**src/rtl/fetch_pkg.sv**
```systemverilog
// Shared types and constants for the instruction fetch stage.
package fetch_pkg;

  localparam int unsigned AddrWidth = 32;
  localparam int unsigned DataWidth = 32;

  localparam logic [DataWidth-1:0] NOP_INSTR = 32'h0000_0013;

  typedef struct packed {
    logic [AddrWidth-1:0] pc;
    logic                 epoch;
  } fetch_tag_t;

  typedef struct packed {
    logic [AddrWidth-1:0] pc;
    logic [DataWidth-1:0] instr;
  } fetch_entry_t;

endpackage

```
**src/rtl/fetch_fifo.sv**
```systemverilog
// Synchronous FIFO with clear; clear wins over push/pop, push on full is legal with a pop.
module fetch_fifo #(
  parameter type         T     = logic,
  parameter int unsigned Depth = 4,
  localparam int unsigned PtrW = $clog2(Depth),
  localparam int unsigned CntW = PtrW + 1
) (
  input  logic            clk_i,
  input  logic            rst_i,
  input  logic            clear_i,
  input  logic            push_i,
  input  T                data_i,
  input  logic            pop_i,
  output T                data_o,
  output logic            full_o,
  output logic            empty_o,
  output logic [CntW-1:0] count_o
);

  logic [PtrW-1:0] wptr_q, wptr_d;
  logic [PtrW-1:0] rptr_q, rptr_d;
  logic [CntW-1:0] count_q, count_d;
  logic            push_en, pop_en;
  T                mem_q [Depth];

  assign full_o  = (count_q == CntW'(Depth));
  assign empty_o = (count_q == '0);
  assign count_o = count_q;
  assign data_o  = mem_q[rptr_q];

  assign pop_en  = pop_i & ~empty_o & ~clear_i;
  assign push_en = push_i & ~clear_i & (~full_o | pop_en);

  always_comb begin
    wptr_d  = wptr_q;
    rptr_d  = rptr_q;
    count_d = count_q;
    if (clear_i) begin
      wptr_d  = '0;
      rptr_d  = '0;
      count_d = '0;
    end else begin
      if (push_en) wptr_d = wptr_q + PtrW'(1);
      if (pop_en)  rptr_d = rptr_q + PtrW'(1);
      count_d = count_q + CntW'(push_en) - CntW'(pop_en);
    end
  end

  always_ff @(posedge clk_i or posedge rst_i) begin
    if (rst_i) begin
      wptr_q  <= '0;
      rptr_q  <= '0;
      count_q <= '0;
    end else begin
      wptr_q  <= wptr_d;
      rptr_q  <= rptr_d;
      count_q <= count_d;
    end
  end

  always_ff @(posedge clk_i) begin
    if (push_en) mem_q[wptr_q] <= data_i;
  end

  overflow_a: assert property (@(posedge clk_i) disable iff (rst_i)
    !(push_i && full_o && !pop_i && !clear_i));

endmodule

```
**src/rtl/instr_fetch_stage.sv**
```systemverilog
// IF stage: credit-limited fetch requests to imem, epoch-tagged in-order responses,
// buffered {pc, instr} pairs presented to ID.
module instr_fetch_stage
  import fetch_pkg::*;
#(
  parameter int unsigned Depth = 4
) (
  input  logic                 clk_i,
  input  logic                 rst_i,
  input  logic [AddrWidth-1:0] pc_i,
  output logic                 pc_advance_o,
  input  logic                 flush_i,
  output logic                 imem_req_valid_o,
  input  logic                 imem_req_ready_i,
  output logic [AddrWidth-1:0] imem_req_addr_o,
  input  logic                 imem_resp_valid_i,
  input  logic [DataWidth-1:0] imem_resp_data_i,
  output logic                 id_valid_o,
  input  logic                 id_ready_i,
  output logic [AddrWidth-1:0] id_pc_o,
  output logic [DataWidth-1:0] id_instr_o
);

  localparam int unsigned CntW = $clog2(Depth) + 1;

  logic            running_q, running_d;
  logic            epoch_q, epoch_d;
  logic [CntW-1:0] tag_count, out_count, used;
  logic            tag_full, tag_empty, out_full, out_empty;
  logic            accept, out_push, out_pop;
  fetch_tag_t      tag_in, tag_head;
  fetch_entry_t    out_in, out_head;

  // Tag entries cover in-flight fetches, including stale ones after a flush,
  // so credits only come back once their responses have drained.
  assign used             = tag_count + out_count;
  assign imem_req_valid_o = running_q & ~flush_i & (used < CntW'(Depth));
  assign imem_req_addr_o  = pc_i;
  assign accept           = imem_req_valid_o & imem_req_ready_i;
  assign pc_advance_o     = accept;

  assign tag_in   = '{pc: pc_i, epoch: epoch_q};
  assign out_in   = '{pc: tag_head.pc, instr: imem_resp_data_i};
  assign out_push = imem_resp_valid_i & (tag_head.epoch == epoch_q) & ~flush_i;
  assign out_pop  = id_valid_o & id_ready_i;

  assign id_valid_o = ~out_empty;
  assign id_pc_o    = out_head.pc;
  assign id_instr_o = out_empty ? NOP_INSTR : out_head.instr;

  fetch_fifo #(
    .T     (fetch_tag_t),
    .Depth (Depth)
  ) u_tag_fifo (
    .clk_i   (clk_i),
    .rst_i   (rst_i),
    .clear_i (1'b0),
    .push_i  (accept),
    .data_i  (tag_in),
    .pop_i   (imem_resp_valid_i),
    .data_o  (tag_head),
    .full_o  (tag_full),
    .empty_o (tag_empty),
    .count_o (tag_count)
  );

  fetch_fifo #(
    .T     (fetch_entry_t),
    .Depth (Depth)
  ) u_out_fifo (
    .clk_i   (clk_i),
    .rst_i   (rst_i),
    .clear_i (flush_i),
    .push_i  (out_push),
    .data_i  (out_in),
    .pop_i   (out_pop),
    .data_o  (out_head),
    .full_o  (out_full),
    .empty_o (out_empty),
    .count_o (out_count)
  );

  always_comb begin
    running_d = 1'b1;
    epoch_d   = epoch_q ^ flush_i;
  end

  always_ff @(posedge clk_i or posedge rst_i) begin
    if (rst_i) begin
      running_q <= 1'b0;
      epoch_q   <= 1'b0;
    end else begin
      running_q <= running_d;
      epoch_q   <= epoch_d;
    end
  end

  unsolicited_resp_a: assert property (@(posedge clk_i) disable iff (rst_i)
    imem_resp_valid_i |-> !tag_empty);
  inflight_bound_a: assert property (@(posedge clk_i) disable iff (rst_i)
    (tag_count <= CntW'(Depth)) && !(accept && tag_full));
  out_bound_a: assert property (@(posedge clk_i) disable iff (rst_i)
    !(out_push && out_full && !out_pop));

endmodule

```
**config.mk**
```make
export PLATFORM = sky130hd
export DESIGN_NAME = instr_fetch_stage
export DESIGN_NICKNAME = d
export VERILOG_FILES = /design/src/rtl/fetch_pkg.sv /design/src/rtl/fetch_fifo.sv /design/src/rtl/instr_fetch_stage.sv
export SDC_FILE = /design/constraint.sdc
export NUM_CORES = 1
export LEC_CHECK = 0
export BUFFER_PORTS_ARGS = -buffer_cell sky130_fd_sc_hd__buf_2
export CAP_MARGIN = 20
export CORE_UTILIZATION = 58
export DETAILED_ROUTE_END_ITERATION = 8
export GPL_ROUTABILITY_DRIVEN = 0
export PLACE_DENSITY = 0.82
export SYNTH_ARGS = -nofsm -noshare
export SYNTH_HDL_FRONTEND = slang
export SYNTH_HIERARCHICAL = 1
export SYNTH_SLANG_ARGS = --single-unit
```
**constraint.sdc**
```tcl
create_clock -name clk_i -period 5 [get_ports clk_i]
set_input_delay 0.25 -clock clk_i [delete_from_list [all_inputs] [get_ports clk_i]]
set_output_delay 0.25 -clock clk_i [all_outputs]
set_load 0.005 [all_outputs]
```
==> results by group <==
Timing
  • Final period utilization: 62.7%
  • RSZ-0062 raised after global routing: no
  • Final Hold Vio Count: 0
  • Clock skew: 0.0215 ns
  • Fmax: 0.319 GHz
  • Rel. slew slack: 31.7%
  • Actual slew at the worst max-slew pin: 1.02 ns
  • Setup violators final: 0
  • Setup TNS after final layout: 0 ns
  • Final WS setup: 1.86 ns
  • Minimum clock period: 3.14 ns
  • Final Max Tran Viols: 0

Placement
  • Buffers on Ports: 168
  • Place WS: 1.91 ns
  • Dpl cells: 1,129
  • Placed cell area: 16,500 sq um
  • Dpl hpwl: 15,800 microns

Synth
  • Syn Inst Count: 680
  • Mean Syn Cell Area: 22.9 sq um
  • YS warnings: 6
  • Syn Std Cell Area: 15,600 sq um

Final layout
  • Antenna cells: 0
  • Nets: 979
  • Final std cells w/o fill: 1,260
  • Util after Layout: 69.7%
  • Design area: 18,300 sq um
  • Share of layout cells above drive strength 1: 37.2%
  • Area growth, synth to finish: 17.3%

Clock network
  • Root Buffer: clkbuf_16
  • Setup bufs post-CTS: 0
  • Num CTS Buffers: 38
  • Clk slew on worst S/H paths: 0.06 ns
  • CTS sink cnt: 404
  • Clk buf depth: 3
  • Clock latency on the worst-skew pair: 0.52 ns
  • CTS tree: built
  • H-Tree Level Count: 2

Die
  • Full die area: 27,500 sq um
  • Die Wd: 166 microns
  • Die height: 166 microns
  • Ports: 169
  • Starting Density: 59.4%
  • Core Rows: 59
  • Core ar.: 26,200 sq um

Global routing
  • First-pass GRT wire length: 44,300 microns
  • Grt ovf: 0
  • Initial antenna violation count: 0
  • Total track usage: 21.8%
  • Largest net degree at the start of global routing: 66
  • Vias in the first global route: 7,807

Hold path
  • Hold Path Depth: 1
  • Hold EP: u_tag_fifo/mem_q[0][11]
  • Hold Crit Start: pc_i[10]
  • Hold Path Class: input pin to register

Setup path
  • Startpoint Class: register
  • Beginning of the critical path: u_out_fifo/rptr_q[0]
  • Worst path cell trace: buf_4, mux4_2, buf_2
  • CP Class: register to primary output
  • CP Max Fanout: 49
  • Reg-to-reg startpoint: u_out_fifo/count_o[1]
  • CP peak stage delay: 1.06 ns
  • Crit. End Element: primary output
  • Worst R2R Setup Slack: 1.89 ns
  • FF-to-FF path depth: 6
  • R2r endpoint: u_tag_fifo/mem_q[2][16]
  • Critical path arrival: 2.89 ns
  • CP Data Required Time: 4.75 ns
  • Slowest stage cell, crit path: dfrtp_4

Power
  • Pwr dens: 404 nW/um^2
  • Comb pwr share: 9.3%
  • Power Internal: 5.79 mW
  • Clock share of power: 37.3%
  • Net switching power: 1.58 mW
  • Power share of the sequential group: 53.4%
  • Sw Ratio: 21.4%
  • Lkg Pwr: 6.17 nW
  • Worst VDD drop: 0.317 mV

Run status
  • Failing checks: DRC
  • Status: complete, but fails checks

Detailed routing
  • WL/cell: 23.1 microns
  • Vias: 7,223
  • Final ANT Viol Nets: 0
  • Post-Route WL: 29,100 microns
  • Vias per inst: 5.73
  • Initial detailed-routing violation count: 597
  • First-pass DRT Iterations: 9
  • Residual DRC count: 13

Job
  • Max Cap Viol: 0
[through the flow]
step	total power, mW	hold WS [ns]
floorplan	4.45	-0.00882
global placement	4.62	0.145
detailed placement	4.65	0.136
CTS	7.42	0.00570
global route	7.60	0.000496
finish	7.37	0.0113
[per-layer routing]
layer | global-route usage (%) | wire length, microns | vias to the layer above | share of wire, %
met2 | 38.8 | 15400 | 298 | 53
met3 | 3.53 | 1770 | 62 | 6.1
met1 | 27.2 | 11100 | 3699 | 38
li1 | - | - | 3164 | -
met5 | 0 | 0 | - | 0
met4 | 7.80 | 794 | 0 | 2.7
[critical path, delay by kind of cell (launching register included)]
family / cells / cell delay (ns)
buffers and inverters: 2 / 0.65
muxes: 1 / 0.61
DFF: 1 / 1.06
[layout make-up]
class,count,area (sq um)
Clock buffer,48,1010
Clock inverter,21,176
Fill cell,1519,7950
Inverter,10,37.5
Multi-Input combinational cell,208,3060
Sequential cell,404,12100
Tap cell,335,419
Timing Repair Buffer,234,1490
[what timing repair did]
action | 4_1_cts | 5_1_grt
resized for setup | 0 | 0
hold buffers | 62 | 0
endpoints found under the hold margin | 260 | 0
[worst max path at each step]
stage / to / slack [ns] / depth (start not counted)
floorplan: u_out_fifo/mem_q[0][0] / 1.40 / 6
CTS: id_pc_o[31] / 1.76 / 3
detailed placement: u_tag_fifo/mem_q[2][16] / 1.91 / 6
global route: id_pc_o[16] / 1.63 / 3
finish: id_pc_o[14] / 1.86 / 3
global placement: u_tag_fifo/mem_q[3][16] / 1.99 / 6
[placed cells by master, fill, tap and decap left out, drive strengths merged, types with 9 or more instances in the layout]
master       instances
buf                172
clkbuf              48
clkinv              16
dfrtp               16
dlygate4sd3         62
edfxtp             388
ha                  11
inv                 11
mux4                97
nor2                12
nor2b               34
xor2                 9
[flip-flops by register name, summed over array words and instances, names as in the netlist, 2 cells and up]
signal	count
u_tag_fifo/count_o	3
u_tag_fifo/mem_q	132
u_tag_fifo/wptr_q	2
u_out_fifo/count_o	3
u_out_fifo/mem_q	256
u_out_fifo/wptr_q	2
u_out_fifo/rptr_q	2
u_tag_fifo/rptr_q	2
[power by group through the flow]
stage / registers (mW) / clock network (mW) / logic [mW]
2_1_floorplan: 3.98 / 0 / 0.461
3_3_place_gp: 3.99 / 0 / 0.623
3_5_place_dp: 4.00 / 0 / 0.646
4_1_cts: 3.93 / 2.80 / 0.695
5_1_grt: 3.94 / 2.92 / 0.748
6_report: 3.93 / 2.75 / 0.686
Power figures use the tool's default switching activity.
